$ cat src/rtl/fifo_stream_monitor.sv
// fifo_stream_monitor: debug monitor on a FIFO's write and read ports.
// Latency: an input event in cycle N shows its pulse and counter change in cycle N+2.
// Backpressure: none. The monitor only observes the ports and never stalls the FIFO.
//
// Ports:
//   clk_i, reset_i (sync, active-high), clear_i (same timing as reset)
//   wr_data_i/wr_en_i/full_i          : FIFO write side
//   rd_data_i/rd_en_i/valid_i         : FIFO read side (first-word-fall-through)
//   wr_dup_o/rd_dup_o/seq_err_o       : 1-cycle event pulses
//   trig_o                            : OR of this cycle's events, including overflow
//   wr_cnt_o/rd_cnt_o/err_cnt_o/ovf_cnt_o : saturating counters
//   triggered_o/first_code_o/first_data_o : first-error capture
//
// Optional feature: define MON_SEQ_CHECK_EN to check that each accepted read
// equals the previous accepted read + 1. When it is undefined, seq_err_o is
// tied low and no incrementer is built.
module fifo_stream_monitor #(
  parameter int WR_WIDTH  = 16,
  parameter int RD_WIDTH  = 32,
  parameter int CNT_WIDTH = 16
) (
  input  logic                 clk_i,
  input  logic                 reset_i,
  input  logic                 clear_i,
  input  logic [WR_WIDTH-1:0]  wr_data_i,
  input  logic                 wr_en_i,
  input  logic                 full_i,
  input  logic [RD_WIDTH-1:0]  rd_data_i,
  input  logic                 rd_en_i,
  input  logic                 valid_i,
  output logic                 wr_dup_o,
  output logic                 rd_dup_o,
  output logic                 seq_err_o,
  output logic                 trig_o,
  output logic [CNT_WIDTH-1:0] wr_cnt_o,
  output logic [CNT_WIDTH-1:0] rd_cnt_o,
  output logic [CNT_WIDTH-1:0] err_cnt_o,
  output logic [CNT_WIDTH-1:0] ovf_cnt_o,
  output logic                 triggered_o,
  output logic [2:0]           first_code_o,
  output logic [63:0]          first_data_o
);

  localparam logic [CNT_WIDTH-1:0] CNT_ONE = CNT_WIDTH'(1);

  localparam logic [2:0] CODE_WR_DUP = 3'd1;
  localparam logic [2:0] CODE_RD_DUP = 3'd2;
  localparam logic [2:0] CODE_OVF    = 3'd3;
  localparam logic [2:0] CODE_SEQ    = 3'd4;

  typedef enum logic {
    ARMED     = 1'b0,
    TRIGGERED = 1'b1
  } state_t;

  // Reset and clear share one path; clear is a subset of reset.
  logic flush;
  assign flush = reset_i | clear_i;

  // ---------------------------------------------------------------------------
  // S1: raw input register
  // ---------------------------------------------------------------------------
  logic [WR_WIDTH-1:0] s1_wr_data;
  logic                s1_wr_en;
  logic                s1_full;
  logic [RD_WIDTH-1:0] s1_rd_data;
  logic                s1_rd_en;
  logic                s1_valid;

  always_ff @(posedge clk_i) begin
    if (flush) begin
      s1_wr_data <= '0;
      s1_wr_en   <= 1'b0;
      s1_full    <= 1'b0;
      s1_rd_data <= '0;
      s1_rd_en   <= 1'b0;
      s1_valid   <= 1'b0;
    end else begin
      s1_wr_data <= wr_data_i;
      s1_wr_en   <= wr_en_i;
      s1_full    <= full_i;
      s1_rd_data <= rd_data_i;
      s1_rd_en   <= rd_en_i;
      s1_valid   <= valid_i;
    end
  end

  // ---------------------------------------------------------------------------
  // S2: event decode against the held last-accepted words
  // ---------------------------------------------------------------------------
  logic [WR_WIDTH-1:0] wr_last;
  logic [RD_WIDTH-1:0] rd_last;
  logic                wr_have_prev;
  logic                rd_have_prev;

  logic wr_acc;
  logic rd_acc;
  logic ovf_ev;
  logic wr_dup_ev;
  logic rd_dup_ev;
  logic seq_ev;
  logic any_ev;

  assign wr_acc    = s1_wr_en & ~s1_full;
  assign rd_acc    = s1_rd_en & s1_valid;
  assign ovf_ev    = s1_wr_en & s1_full;
  assign wr_dup_ev = wr_acc & wr_have_prev & (s1_wr_data == wr_last);
  assign rd_dup_ev = rd_acc & rd_have_prev & (s1_rd_data == rd_last);

`ifdef MON_SEQ_CHECK_EN
  localparam logic [RD_WIDTH-1:0] RD_ONE = RD_WIDTH'(1);
  logic [RD_WIDTH-1:0] rd_expect;
  // Natural wrap of the RD_WIDTH-bit add gives the modulo behaviour.
  assign rd_expect = rd_last + RD_ONE;
  assign seq_ev    = rd_acc & rd_have_prev & (s1_rd_data != rd_expect);
`else
  assign seq_ev    = 1'b0;
`endif

  assign any_ev = wr_dup_ev | rd_dup_ev | ovf_ev | seq_ev;

  // Lowest code wins when several events land in one cycle.
  logic [2:0]  cap_code;
  logic [63:0] cap_data;

  always_comb begin
    cap_code = CODE_SEQ;
    cap_data = 64'(s1_rd_data);
    if (wr_dup_ev) begin
      cap_code = CODE_WR_DUP;
      cap_data = 64'(s1_wr_data);
    end else if (rd_dup_ev) begin
      cap_code = CODE_RD_DUP;
      cap_data = 64'(s1_rd_data);
    end else if (ovf_ev) begin
      cap_code = CODE_OVF;
      cap_data = 64'(s1_wr_data);
    end
  end

  // Held words: every accepted word replaces the held one, duplicates included.
  always_ff @(posedge clk_i) begin
    if (flush) begin
      wr_last      <= '0;
      rd_last      <= '0;
      wr_have_prev <= 1'b0;
      rd_have_prev <= 1'b0;
    end else begin
      if (wr_acc) begin
        wr_last      <= s1_wr_data;
        wr_have_prev <= 1'b1;
      end
      if (rd_acc) begin
        rd_last      <= s1_rd_data;
        rd_have_prev <= 1'b1;
      end
    end
  end

  // ---------------------------------------------------------------------------
  // Pulses and saturating counters
  // ---------------------------------------------------------------------------
  function automatic logic [CNT_WIDTH-1:0] sat_inc(input logic [CNT_WIDTH-1:0] v,
                                                   input logic                 en);
    return (en && (v != {CNT_WIDTH{1'b1}})) ? v + CNT_ONE : v;
  endfunction

  always_ff @(posedge clk_i) begin
    if (flush) begin
      wr_dup_o  <= 1'b0;
      rd_dup_o  <= 1'b0;
      seq_err_o <= 1'b0;
      trig_o    <= 1'b0;
      wr_cnt_o  <= '0;
      rd_cnt_o  <= '0;
      err_cnt_o <= '0;
      ovf_cnt_o <= '0;
    end else begin
      wr_dup_o  <= wr_dup_ev;
      rd_dup_o  <= rd_dup_ev;
      seq_err_o <= seq_ev;
      trig_o    <= any_ev;
      wr_cnt_o  <= sat_inc(wr_cnt_o, wr_acc);
      rd_cnt_o  <= sat_inc(rd_cnt_o, rd_acc);
      err_cnt_o <= sat_inc(err_cnt_o, any_ev);
      ovf_cnt_o <= sat_inc(ovf_cnt_o, ovf_ev);
    end
  end

  // ---------------------------------------------------------------------------
  // ARMED / TRIGGERED capture FSM
  // ---------------------------------------------------------------------------
  state_t state_q;
  state_t state_d;
  logic   capture;

  always_comb begin
    state_d = state_q;
    capture = 1'b0;
    case (state_q)
      ARMED: begin
        if (any_ev) begin
          capture = 1'b1;
          state_d = TRIGGERED;
        end
      end
      TRIGGERED: begin
        state_d = TRIGGERED;
      end
      default: begin
        state_d = ARMED;
      end
    endcase
  end

  always_ff @(posedge clk_i) begin
    if (flush) begin
      state_q      <= ARMED;
      first_code_o <= 3'd0;
      first_data_o <= 64'd0;
    end else begin
      state_q <= state_d;
      if (capture) begin
        first_code_o <= cap_code;
        first_data_o <= cap_data;
      end
    end
  end

  assign triggered_o = (state_q == TRIGGERED);

endmodule

$ cat config.mk
export PLATFORM = sky130hd
export DESIGN_NAME = fifo_stream_monitor
export DESIGN_NICKNAME = d
export VERILOG_FILES = /design/src/rtl/fifo_stream_monitor.sv
export SDC_FILE = /design/constraint.sdc
export NUM_CORES = 1
export LEC_CHECK = 0
export CORE_ASPECT_RATIO = 2
export CORE_MARGIN = 4
export CORE_UTILIZATION = 40
export CTS_BUF_LIST = sky130_fd_sc_hd__clkbuf_4
export DETAILED_ROUTE_END_ITERATION = 8
export PLACE_DENSITY_LB_ADDON = 0.12
export SYNTH_ARGS = -nofsm -noshare
export SYNTH_HDL_FRONTEND = slang
export SYNTH_SLANG_ARGS = --single-unit
export TNS_END_PERCENT = 50
$ cat constraint.sdc
create_clock -name clk_i -period 5.2 [get_ports clk_i]
set_input_delay 1.04 -clock clk_i [delete_from_list [all_inputs] [get_ports clk_i]]
set_output_delay 1.04 -clock clk_i [all_outputs]
set_load 0.005 [all_outputs]
# Word-level counts from Yosys, hierarchy flattened
# Cells that the tools add are included.
# W data, S select, Z words.
[op_classes] addsub=4 eq_ne=6 muxes=9 n_bitwise=12 n_reduce_logical=4
[ops] cell="$mux W32" n=3
[ops] cell="$add A16 B1 Y16 const B" n=4
[ops] cell="$ne A16 B16 Y1 const B" n=4
[ops] cell="$eq A32 B32 Y1" n=1
[ops] cell="$eq A16 B16 Y1" n=1
[ops] cell="$mux W3" n=3
[ops] cell="$and A1 B1 Y1" n=7
[ops] cell="$logic_and A1 B1 Y1" n=4
[ops] cell="$or A1 B1 Y1" n=3
[ops] cell="$mux W1" n=2
[ops] cell="$not A1 Y1" n=2
[ops] cell="$pmux W1 S2" n=1
[word_totals] ff_bits=237 inputBits=55 out_inout_bits=136 elab_cells=55

# Logic depth before layout (Yosys ltp)
# Gate-level depths: netlist of the first run.
[logic_depth] word_depth=8 depth_mapped=10 depth_no_buf=7

# Least setup slack after synthesis of the first run
# OpenSTA, ideal clock, no wires.
[synth_path] path_kind="input-to-reg" start="input port clear_i" end="register ovf_cnt_o[0]" setup_ns=0.128 arrival_ns=2.013 required_time_ns=5.072 path_slack_ns=3.060 stages=5 n_path_buf=3 path_cell_list="or2_2 -> clkbuf_1 -> clkbuf_1 -> clkbuf_1 -> nor2_1"
[synth_via] elab_chain_len=1
[synth_lines] element="from (decl)" line_no="24" rtl="input logic clear_i,"
[synth_lines] element="$or A1 B1 Y1" line_no="58" rtl="assign flush = reset_i | clear_i;"
[synth_lines] element="to (signal assigned)" line_no="186" rtl="ovf_cnt_o <= sat_inc(ovf_cnt_o, ovf_ev);"
[synth_lines] element="to (decl)" line_no="38" rtl="output logic [CNT_WIDTH-1:0] ovf_cnt_o,"
# No other way between the ends.
# A chain may end at the register's enable or synchronous reset.

# Worst setup path after layout of the first run
[layout_path] start="register s1_rd_data[5]" end="register first_data_o[17]"
[layout_via] elab_chain_len=6 word_cells_on_any_way=8 classes_between="eq/ne (1); mux (4); bitwise (3)"
[layout_lines] element="from (decl)" line_no="66" rtl="logic [RD_WIDTH-1:0] s1_rd_data;"
[layout_lines] element="from (signal assigned)" line_no="82" rtl="s1_rd_data <= rd_data_i;"
[layout_lines] element="$eq A32 B32 Y1 *" line_no="108" rtl="assign rd_dup_ev = rd_acc & rd_have_prev & (s1_rd_data == rd_last);"
[layout_lines] element="$and A1 B1 Y1 *" line_no="108"
[layout_lines] element="$or A1 B1 Y1 (2 in a row)" line_no="120" rtl="assign any_ev = wr_dup_ev | rd_dup_ev | ovf_ev | seq_ev;"
[layout_lines] element="$mux W1" line_no="202" rtl="if (any_ev) begin"
[layout_lines] element="$mux W1" line_no="200" rtl="case (state_q)"
[layout_lines] element="to (signal assigned)" line_no="225" rtl="first_data_o <= cap_data;"
[layout_lines] element="to (decl)" line_no="41" rtl="output logic [63:0] first_data_o"
# Mark *: on every way between the ends. The rest lies on a longest branch, timed or not.

==> results of run 1 <==
-- cell usage after synthesis (2+ instances only) --
library cell	instances	area, um^2
dfxtp_1	205	4100
nand2_1	161	604
nor2_1	73	274
a21oi_1	71	355
and2_1	58	363
xnor2_1	55	482
clkbuf_1	43	161
buf_4	36	270
nand4_1	33	206
nand3_1	31	155
xor2_1	31	272
a31oi_1	18	113
o221a_2	17	191
or3_1	17	106
mux2i_1	16	160
o2bb2ai_1	15	131
and4_1	12	105
and3_1	10	62.6
buf_2	7	35.0
inv_1	6	22.5
nor3_1	6	30.0
o21ai_0	6	30.0
ha_1	4	50.1
a211o_1	3	26.3
or4_1	3	22.5
a211oi_1	2	15.0
buf_6	2	22.5
nand3_2	2	20.0
nor4_2	2	25.0
o211ai_1	2	15.0
-- state kept, by name (all words and copies together) (netlist names), 3 cells and up --
name / cells
s1_rd_data: 32
first_data_o: 32
ovf_cnt_o: 16
first_code_o: 3
wr_cnt_o: 16
s1_wr_data: 16
rd_last: 32
rd_cnt_o: 16
err_cnt_o: 16
wr_last: 16
-- critical path, cell delays in order, from the launching register on --
cell and delay [ns]:
dfxtp_1 0.43, xnor2_1 0.16, nand4_1 0.14, nor4_2 0.42, nand3_2 0.52, a21oi_2 0.88
buf_4 0.37, o2bb2ai_1 0.10
-- through the flow --
stage          util [%]  area, um^2
2_1_floorplan         -        8700
3_3_place_gp       48.4       10200
3_5_place_dp       48.4       10200
4_1_cts            51.4       10800
5_1_grt            51.4       10800
6_report           51.4       10800
-- where the power goes --
group	total [W]	leakage, nW	internal (W)	switching (W)
clock network	0.00130	0.372	0.000676	0.000628
logic	0.000145	1.68	0.0000718	0.0000729
registers	0.00161	1.66	0.00159	0.0000204
-- cell usage in the layout (no fill, tap or decap), types with 2 or more instances in the layout --
master and instances:
and2_1 58, nand3_2 2, a31oi_1 18, clkdlybuf4s50_1 157, clkinv_1 12, and3_1 10, buf_4 8, inv_1 6
conb_1 33, nor3_1 6, o2bb2ai_1 15, clkinv_2 2, nor2_1 72, xor2_1 31, clkbuf_4 71, or4_1 3
dfxtp_1 205, or3_1 17, o221a_2 17, xnor2_1 55, nand2_1 161, nand4_1 33, and4_1 12, a211oi_1 2
o21ai_0 6, mux2i_1 16, ha_1 4, a211o_1 3, o211ai_1 2, nand3_1 31, nor4_2 2, a21oi_1 71
-- cell type report --
class | count | area [um^2]
diodes | 1 | 2.50
clock buffers | 71 | 533
clock inverters | 16 | 88.8
fillers | 2099 | 10200
inverters | 6 | 22.5
multi-input cells | 695 | 4080
flip-flops and latches | 205 | 4100
well taps | 269 | 337
repair buffers | 165 | 1630
-- logic make-up (layout without fill, tap and decap cells) --
family	Yosys count	count (layout)	synth area share (%)
adders and majority gates	4	4	0.583
and+or+nand+nor	413	413	23.4
xor gates and xnor gates	86	86	8.78
DFF	205	205	47.8
AOI/OAI and AO/OA	143	143	11.4
buffers and inverters	95	258	6.14
muxes	16	16	1.87
other	1	34	0.0437
-- worst min path at each step --
stage / startpoint / end / slack [ns]
6_report: first_code_o[2]$_SDFFE_PP0P_ / first_code_o[2]$_SDFFE_PP0P_ / 0.43
3_3_place_gp: first_code_o[2]$_SDFFE_PP0P_ / first_code_o[2]$_SDFFE_PP0P_ / 0.42
4_1_cts: first_code_o[2]$_SDFFE_PP0P_ / first_code_o[2]$_SDFFE_PP0P_ / 0.43
5_1_grt: first_code_o[2]$_SDFFE_PP0P_ / first_code_o[2]$_SDFFE_PP0P_ / 0.46
2_1_floorplan: first_code_o[2]$_SDFFE_PP0P_ / first_code_o[2]$_SDFFE_PP0P_ / 0.43
3_5_place_dp: first_code_o[2]$_SDFFE_PP0P_ / first_code_o[2]$_SDFFE_PP0P_ / 0.42
-- per-layer routing --
metal	vias up	wire, um
met3	37	1340
met1	3284	8310
met5	-	0
met2	192	12100
met4	0	500
li1	3568	-
==> reports/results.txt, run 1 <==
# nets final: 1,180
FF-to-FF Start: s1_rd_data[5]$_SDFF_PP0_
Worst R2R Setup Slack: 2.02 ns
CTS max path bufs: 3
P per Cell Area: 283 nW/um^2
fraction of layout cells with a size suffix above 1: 9.59%
final worst-path cycle share: 61.1%
CP Data Arrival Time: 3.69 ns
Worst-Margin Slew: 0.935 ns
met2 Use GR: 33.9%
Placer Congestion: 0.820
RR Endpoint: first_data_o[17]$_SDFFE_PP0P_
fmax: 315 MHz
predominant post-synthesis flop cell: dfxtp_1
Lkg Pwr: 3.71 nW
CTS buffer count: 48
Placement Setup Slack: 1.63 ns
IO Port Bufs: 157
vias in the first global route: 6,978
Vias/cell: 4.96
pin count of the biggest net entering global routing: 82
Worst Setup EP: first_data_o[17]$_SDFFE_PP0P_
initial antenna violation count: 1
hold crit path type: reg2reg
total track usage: 18.1%
Placed Cells: 1,340
final worst path period need: 3.18 ns
hold depth: 2
post-synth design cell area: 8580 um^2
Routed wire per std cell: 15.6 um
First-pass DRT Iterations: 5
critical path required time: 5.71 ns
Critical Path Start Type: flop
Finished Layout Cells: 1,428
library cells used by synthesis: 46
WL final: 22,300 um
die area: 24,000 um^2
Crit Path Class: reg2reg
synth-to-layout area growth: 25.8%
# DRC: 0
max cap viols: 0
core area: 21,000 um^2
chip height: 215 um
CTS tree: yes
Async SR Flop Fraction: 0%
register area share after synthesis: 47.8%
IO Pins: 191
Peak VDD IR: 0.155 mV
final setup TNS: 0 ns
Root Driver: clkbuf_4
Post-CTS Resized: 0
unrepaired setup endpoints after global routing: no
clk slew on worst S/H paths: 0.07 ns
status: finished clean
clk sink count: 205
#FFs+latches synth: 205
hpwl dp: 15,500 um
Final setup viols: 0
GRT met3 Usage: 4.87%
R2R cell count: 7
Worst Hold Slack: 0.428 ns
Skew-Pair Late Insertion Delay: 0.66 ns
first-pass GRT wire length: 35,800 um
Die X: 112 um
Worst Clk Skew: 0.0565 ns
max_slew headroom: 37.7%
maximum fanout along the worst path: 23
synthesized area per cell: 8.91 um^2
Crit. End Element: flop
met1 usage: 18.9%
initial core utilization: 40.8%
first-iteration detailed-routing DRC count: 399
CP Launch Point: s1_rd_data[5]$_SDFF_PP0_
H-Tree Depth: 2
total power draw: 0.00306 W
number of synthesized flops with an enable pin: 0
Final Slew Violations: 0
antenna-violating nets left: 0
Final WS setup: 2.02 ns
Fin. Hold Viols: 0
gr busiest metal: met2
Mapped Cells: 963
# Post-CTS Setup Buffers: 0
vias: 7,081
hold_buf cts: 0
GR Overflow Total: 0
Synth Warn #: 0
FP Rows: 75
Power figures use the tool's default switching activity.
==> inputs of run 2 (changes only) <==
Clock period 5.2 ns to 3.2 ns, I/O delays scaled along.
==> run 2 against run 1 <==
Net effect: die area unchanged; register-to-register slack got worse by 1.3 ns; non-clock buffer count increased by 10; critical path type unchanged; count of clock-buffer cells in the layout decreased by 6; critical endpoint is now first_data_o[8]$_SDFFE_PP0P_; sequential power increased by 62%.
==> reports/results.txt, run 2 (synthesis results as in run 1) <==
Worst-Margin Slew: 0.859 ns
Crit. End Element: flop
Worst Clk Skew: 0.0402 ns
final worst-path cycle share: 75.9%
Final setup viols: 0
P per Cell Area: 446 nW/um^2
commonest non-fill, non-tap cell in the layout: dfxtp_1
final worst path period need: 2.43 ns
Final Slew Violations: 0
max cap viols: 0
die area: 24,000 um^2
Placer Congestion: 0.831
Fin. Hold Viols: 0
maximum fanout along the worst path: 23
clk sink count: 205
CTS buffer count: 48
slowest stage delay, CP: 0.49 ns
total track usage: 18.5%
# nets final: 1,190
top flop regs: first_data_o x32, rd_last x32, s1_rd_data x32
most frequent cells in the layout: dfxtp_1 (205), nand2_1 (161), clkdlybuf4s50_1 (157)
vias: 7,164
hpwl dp: 16,100 um
Routed wire per std cell: 15.7 um
max_slew headroom: 42.7%
Hold Startpoint: first_code_o[2]$_SDFFE_PP0P_
hold crit path type: reg2reg
Worst Path Buf+Inv: 1
status: finished clean
# Post-CTS Setup Buffers: 0
Placement Setup Slack: 0.636 ns
CP cell instances: xnor2_1 > nand4_1 > nor4_2 > nand3_2 > a21oi_2 > buf_4 > o221a_2
IO Port Bufs: 157
pin count of the biggest net entering global routing: 50
CP Data Arrival Time: 2.99 ns
Lkg Pwr: 3.74 nW
# DRC: 0
Slowest cell on crit path: nand3_2
CTS max path bufs: 3
critical path required time: 3.77 ns
FF-to-FF Start: s1_rd_data[10]$_SDFF_PP0_
IO Pins: 191
WL final: 22,600 um
fmax: 412 MHz
first-pass GRT wire length: 36,500 um
Skew-Pair Late Insertion Delay: 0.64 ns
Post-CTS Resized: 0
fraction of layout cells with a size suffix above 1: 10.1%
clk slew on worst S/H paths: 0.07 ns
Root Driver: clkbuf_4
chip height: 215 um
cell family with most CP delay: simple AND/OR/NAND/NOR gates
antenna-violating nets left: 0
initial core utilization: 40.8%
Crit Path Class: reg2reg
FP Rows: 75
H-Tree Depth: 2
core area: 21,000 um^2
CP Launch Point: s1_rd_data[10]$_SDFF_PP0_
final setup TNS: 0 ns
Critical Path Start Type: flop
First-pass DRT Iterations: 4
hold_buf cts: 0
first-iteration detailed-routing DRC count: 285
Final WS setup: 0.773 ns
fill count: 2,103
unrepaired setup endpoints after global routing: no
GR Overflow Total: 0
synth-to-layout area growth: 26.2%
CTS tree: yes
Die X: 112 um
vias in the first global route: 7,261
Peak VDD IR: 0.245 mV
initial antenna violation count: 1
Vias/cell: 4.98
-- run 2: final cells by class --
class	count	area (um^2)	share of cell area [%]
Multi-Input combinational cell	695	4080	37.7
Sequential cell	205	4100	37.9
Clock inverter	23	92.6	0.855
Antenna cell	1	2.50	0.0231
Tap cell	269	337	3.11
Inverter	6	22.5	0.208
Timing Repair Buffer	175	1710	15.8
Clock buffer	65	488	4.50
-- run 2: metrics by stage --
step	total power, W	cell area (um^2)	utilization, %	hold slack [ns]	instances
after floorplan	0.00282	8700	-	0.426	995
after global placement	0.00291	10300	48.8	0.421	1350
after detailed placement	0.00291	10300	48.8	0.427	1350
after CTS	0.00493	10800	51.5	0.437	1438
after global routing	0.00508	10800	51.5	0.456	1439
final	0.00484	10800	51.5	0.437	1439
-- run 2: routing by layer --
layer  vias up  global-route usage (%)  share of wire, %
met5         -                       0                 0
met4         0                    8.28               3.3
met3        39                    4.33               6.1
met2       217                    33.8                53
met1      3327                    20.1                38
li1       3581                       -                 -
-- run 2: worst paths after layout --
path	to	slack (ns)	depth (start not counted)
setup / recovery	first_data_o[8]$_SDFFE_PP0P_	0.77	7
hold reg to reg	first_code_o[2]$_SDFFE_PP0P_	0.44	2
hold / removal	first_code_o[2]$_SDFFE_PP0P_	0.44	2
setup reg to reg	first_data_o[8]$_SDFFE_PP0P_	0.77	7
-- run 2: worst register-to-register path, cell delays in order, from the launching register on --
cell and delay (ns):
dfxtp_1 0.46, xnor2_1 0.17, nand4_1 0.13, nor4_2 0.33, nand3_2 0.49, a21oi_2 0.31, buf_4 0.25, o221a_2 0.21
-- run 2: where the power goes --
group	switching, W	internal [W]	leakage [nW]
clock network	0.00103	0.000955	0.352
registers	0.0000329	0.00258	1.66
logic	0.000120	0.000119	1.73
total	0.00118	0.00365	3.74
==> inputs of run 3 (changes only) <==
Clock period 3.2 ns to 2.4 ns, I/O delays scaled along.
==> run 3 against run 2 <==
Net effect: routed wire length increased by 1.3%; non-clock buffer count up 5; sequential power up 33%; power is 35% higher; cell count is essentially flat; largest cell class unchanged; register-to-register slack worse by 0.53 ns; clock power grew 38%; combinational power increased by 42%.
==> reports/results.txt, run 3 (synthesis results as in run 1) <==
Finished Layout Cells: 1,438
Routed wire per std cell: 15.9 um
Final Util: 52.0%
Hold Startpoint: valid_i
FF-to-FF Start: s1_rd_data[17]$_SDFF_PP0_
max cap viols: 0
commonest non-fill, non-tap cell in the layout: dfxtp_1
hold crit path type: in2reg
FP Rows: 75
Placer Congestion: 0.840
cell family with most CP delay: buffers and inverters
CTS buffer count: 48
Clock power frac: 41.7%
pin count of the biggest net entering global routing: 67
initial core utilization: 40.8%
Critical Path Start Type: flop
Die X: 112 um
R2R cell count: 7
most frequent cells in the layout: dfxtp_1 (205), nand2_1 (161), clkdlybuf4s50_1 (157)
antenna-violating nets left: 0
vias in the first global route: 7,096
met2 Use GR: 33.6%
critical path required time: 1.92 ns
clk slew on worst S/H paths: 0.06 ns
# Post-CTS Setup Buffers: 0
CTS tree: yes
Worst Path Buf+Inv: 1
P per Cell Area: 599 nW/um^2
IO Pins: 191
Crit. End Element: primary output
# DRC: 0
Peak VDD IR: 0.422 mV
Final Slew Violations: 0
first-iteration detailed-routing DRC count: 328
Worst Clk Skew: 0.0275 ns
CP cell instances: clkdlybuf4s50_1
# nets final: 1,195
Final setup viols: 0
RR Endpoint: err_cnt_o[12]$_SDFFE_PP0P_
Lkg Pwr: 3.79 nW
hpwl dp: 16,300 um
synth-to-layout area growth: 27.3%
GR Overflow Total: 0
Pint: 0.00500 W
slowest stage delay, CP: 0.59 ns
hold depth: 2
H-Tree Depth: 2
Skew-Pair Late Insertion Delay: 0.64 ns
maximum fanout along the worst path: 6
Placed Cells: 1,355
IO Port Bufs: 157
gr busiest metal: met2
CP Data Arrival Time: 1.69 ns
GRT met3 Usage: 4.42%
fmax: 461 MHz
top flop regs: first_data_o x32, rd_last x32, s1_rd_data x32
Root Driver: clkbuf_4
clk sink count: 205
die area: 24,000 um^2
final setup TNS: 0 ns
total power draw: 0.00655 W
hold_buf cts: 0
initial antenna violation count: 1
total track usage: 18.8%
unrepaired setup endpoints after global routing: no
First-pass DRT Iterations: 5
Combinational Power Share: 5.2%
final worst path period need: 2.17 ns
Fin. Hold Viols: 0
CTS max path bufs: 3
max_slew headroom: 37.3%
first-pass GRT wire length: 36,800 um
core area: 21,000 um^2
Hold EP: s1_valid$_SDFF_PP0_
Worst-Margin Slew: 0.935 ns
Post-CTS Resized: 0
Vias/cell: 4.99
vias: 7,171
fill count: 2,060
final worst-path cycle share: 90.4%
met1 usage: 20.7%
Sw Pwr: 0.00155 W
fraction of layout cells with a size suffix above 1: 10.8%
chip height: 215 um
WL final: 22,800 um
switch share: 23.6%
status: finished clean
Slowest cell on crit path: clkdlybuf4s50_1
Crit Path Class: reg2out
sequential power share: 53.1%
Worst R2R Setup Slack: 0.24 ns
-- run 3: cell count changes in the layout (fill, tap and decap cells not counted) --
cell / previous run / this run
a2bb2oi_2: 1 / 0
a2bb2oi_4: 0 / 1
buf_12: 0 / 3
buf_4: 18 / 20
clkbuf_4: 65 / 74
clkinv_1: 16 / 7
clkinv_2: 5 / 1
inv_2: 2 / 0
-- run 3: layout make-up --
class | count | area (um^2) | share of cell area [%]
sequential | 205 | 4100 | 37.6
multi-input combinational | 695 | 4090 | 37.5
timing repair buffer | 180 | 1780 | 16.3
clock buffer | 74 | 556 | 5.08
tap | 269 | 337 | 3.08
clock inverter | 8 | 31.3 | 0.286
inverter | 6 | 22.5 | 0.206
antenna | 1 | 2.50 | 0.0229
-- run 3: metrics by stage --
stage / hold slack (ns) / instance area [um^2] / setup slack (ns)
finish: 0.409 / 10900 / 0.230
global route: 0.363 / 10900 / 0.0515
CTS: 0.354 / 10900 / 0.0678
detailed placement: 0.422 / 10300 / 0.103
global placement: 0.418 / 10300 / 0.129
floorplan: 0.426 / 8700 / 0.592
-- run 3: power groups by stage --
stage	clock (W)	combinational [W]	sequential [W]
after floorplan	0	0.000212	0.00355
after global placement	0	0.000345	0.00356
after detailed placement	0	0.000342	0.00356
after CTS	0.00285	0.000344	0.00348
after global routing	0.00300	0.000374	0.00348
final	0.00273	0.000340	0.00348
-- run 3: how the worst max path moves through the flow --
stage / startpoint / cells past startpoint / slack (ns) / endpoint
floorplan: s1_rd_data[22]$_SDFF_PP0_ / 9 / 0.59 / first_data_o[23]$_SDFFE_PP0P_
global placement: s1_rd_data[8]$_SDFF_PP0_ / 6 / 0.13 / first_data_o[12]$_SDFFE_PP0P_
detailed placement: s1_rd_data[8]$_SDFF_PP0_ / 6 / 0.10 / first_data_o[2]$_SDFFE_PP0P_
CTS: s1_rd_data[22]$_SDFF_PP0_ / 6 / 0.07 / first_data_o[3]$_SDFFE_PP0P_
global route: s1_rd_data[22]$_SDFF_PP0_ / 7 / 0.05 / err_cnt_o[12]$_SDFFE_PP0P_
finish: triggered_o$_SDFF_PP0_ / 1 / 0.23 / triggered_o
-- run 3: per-layer routing --
layer	vias up	share of wire (%)
met5	-	0
met4	0	3.4
met3	36	6.0
li1	3598	-
met1	3312	39
met2	225	52
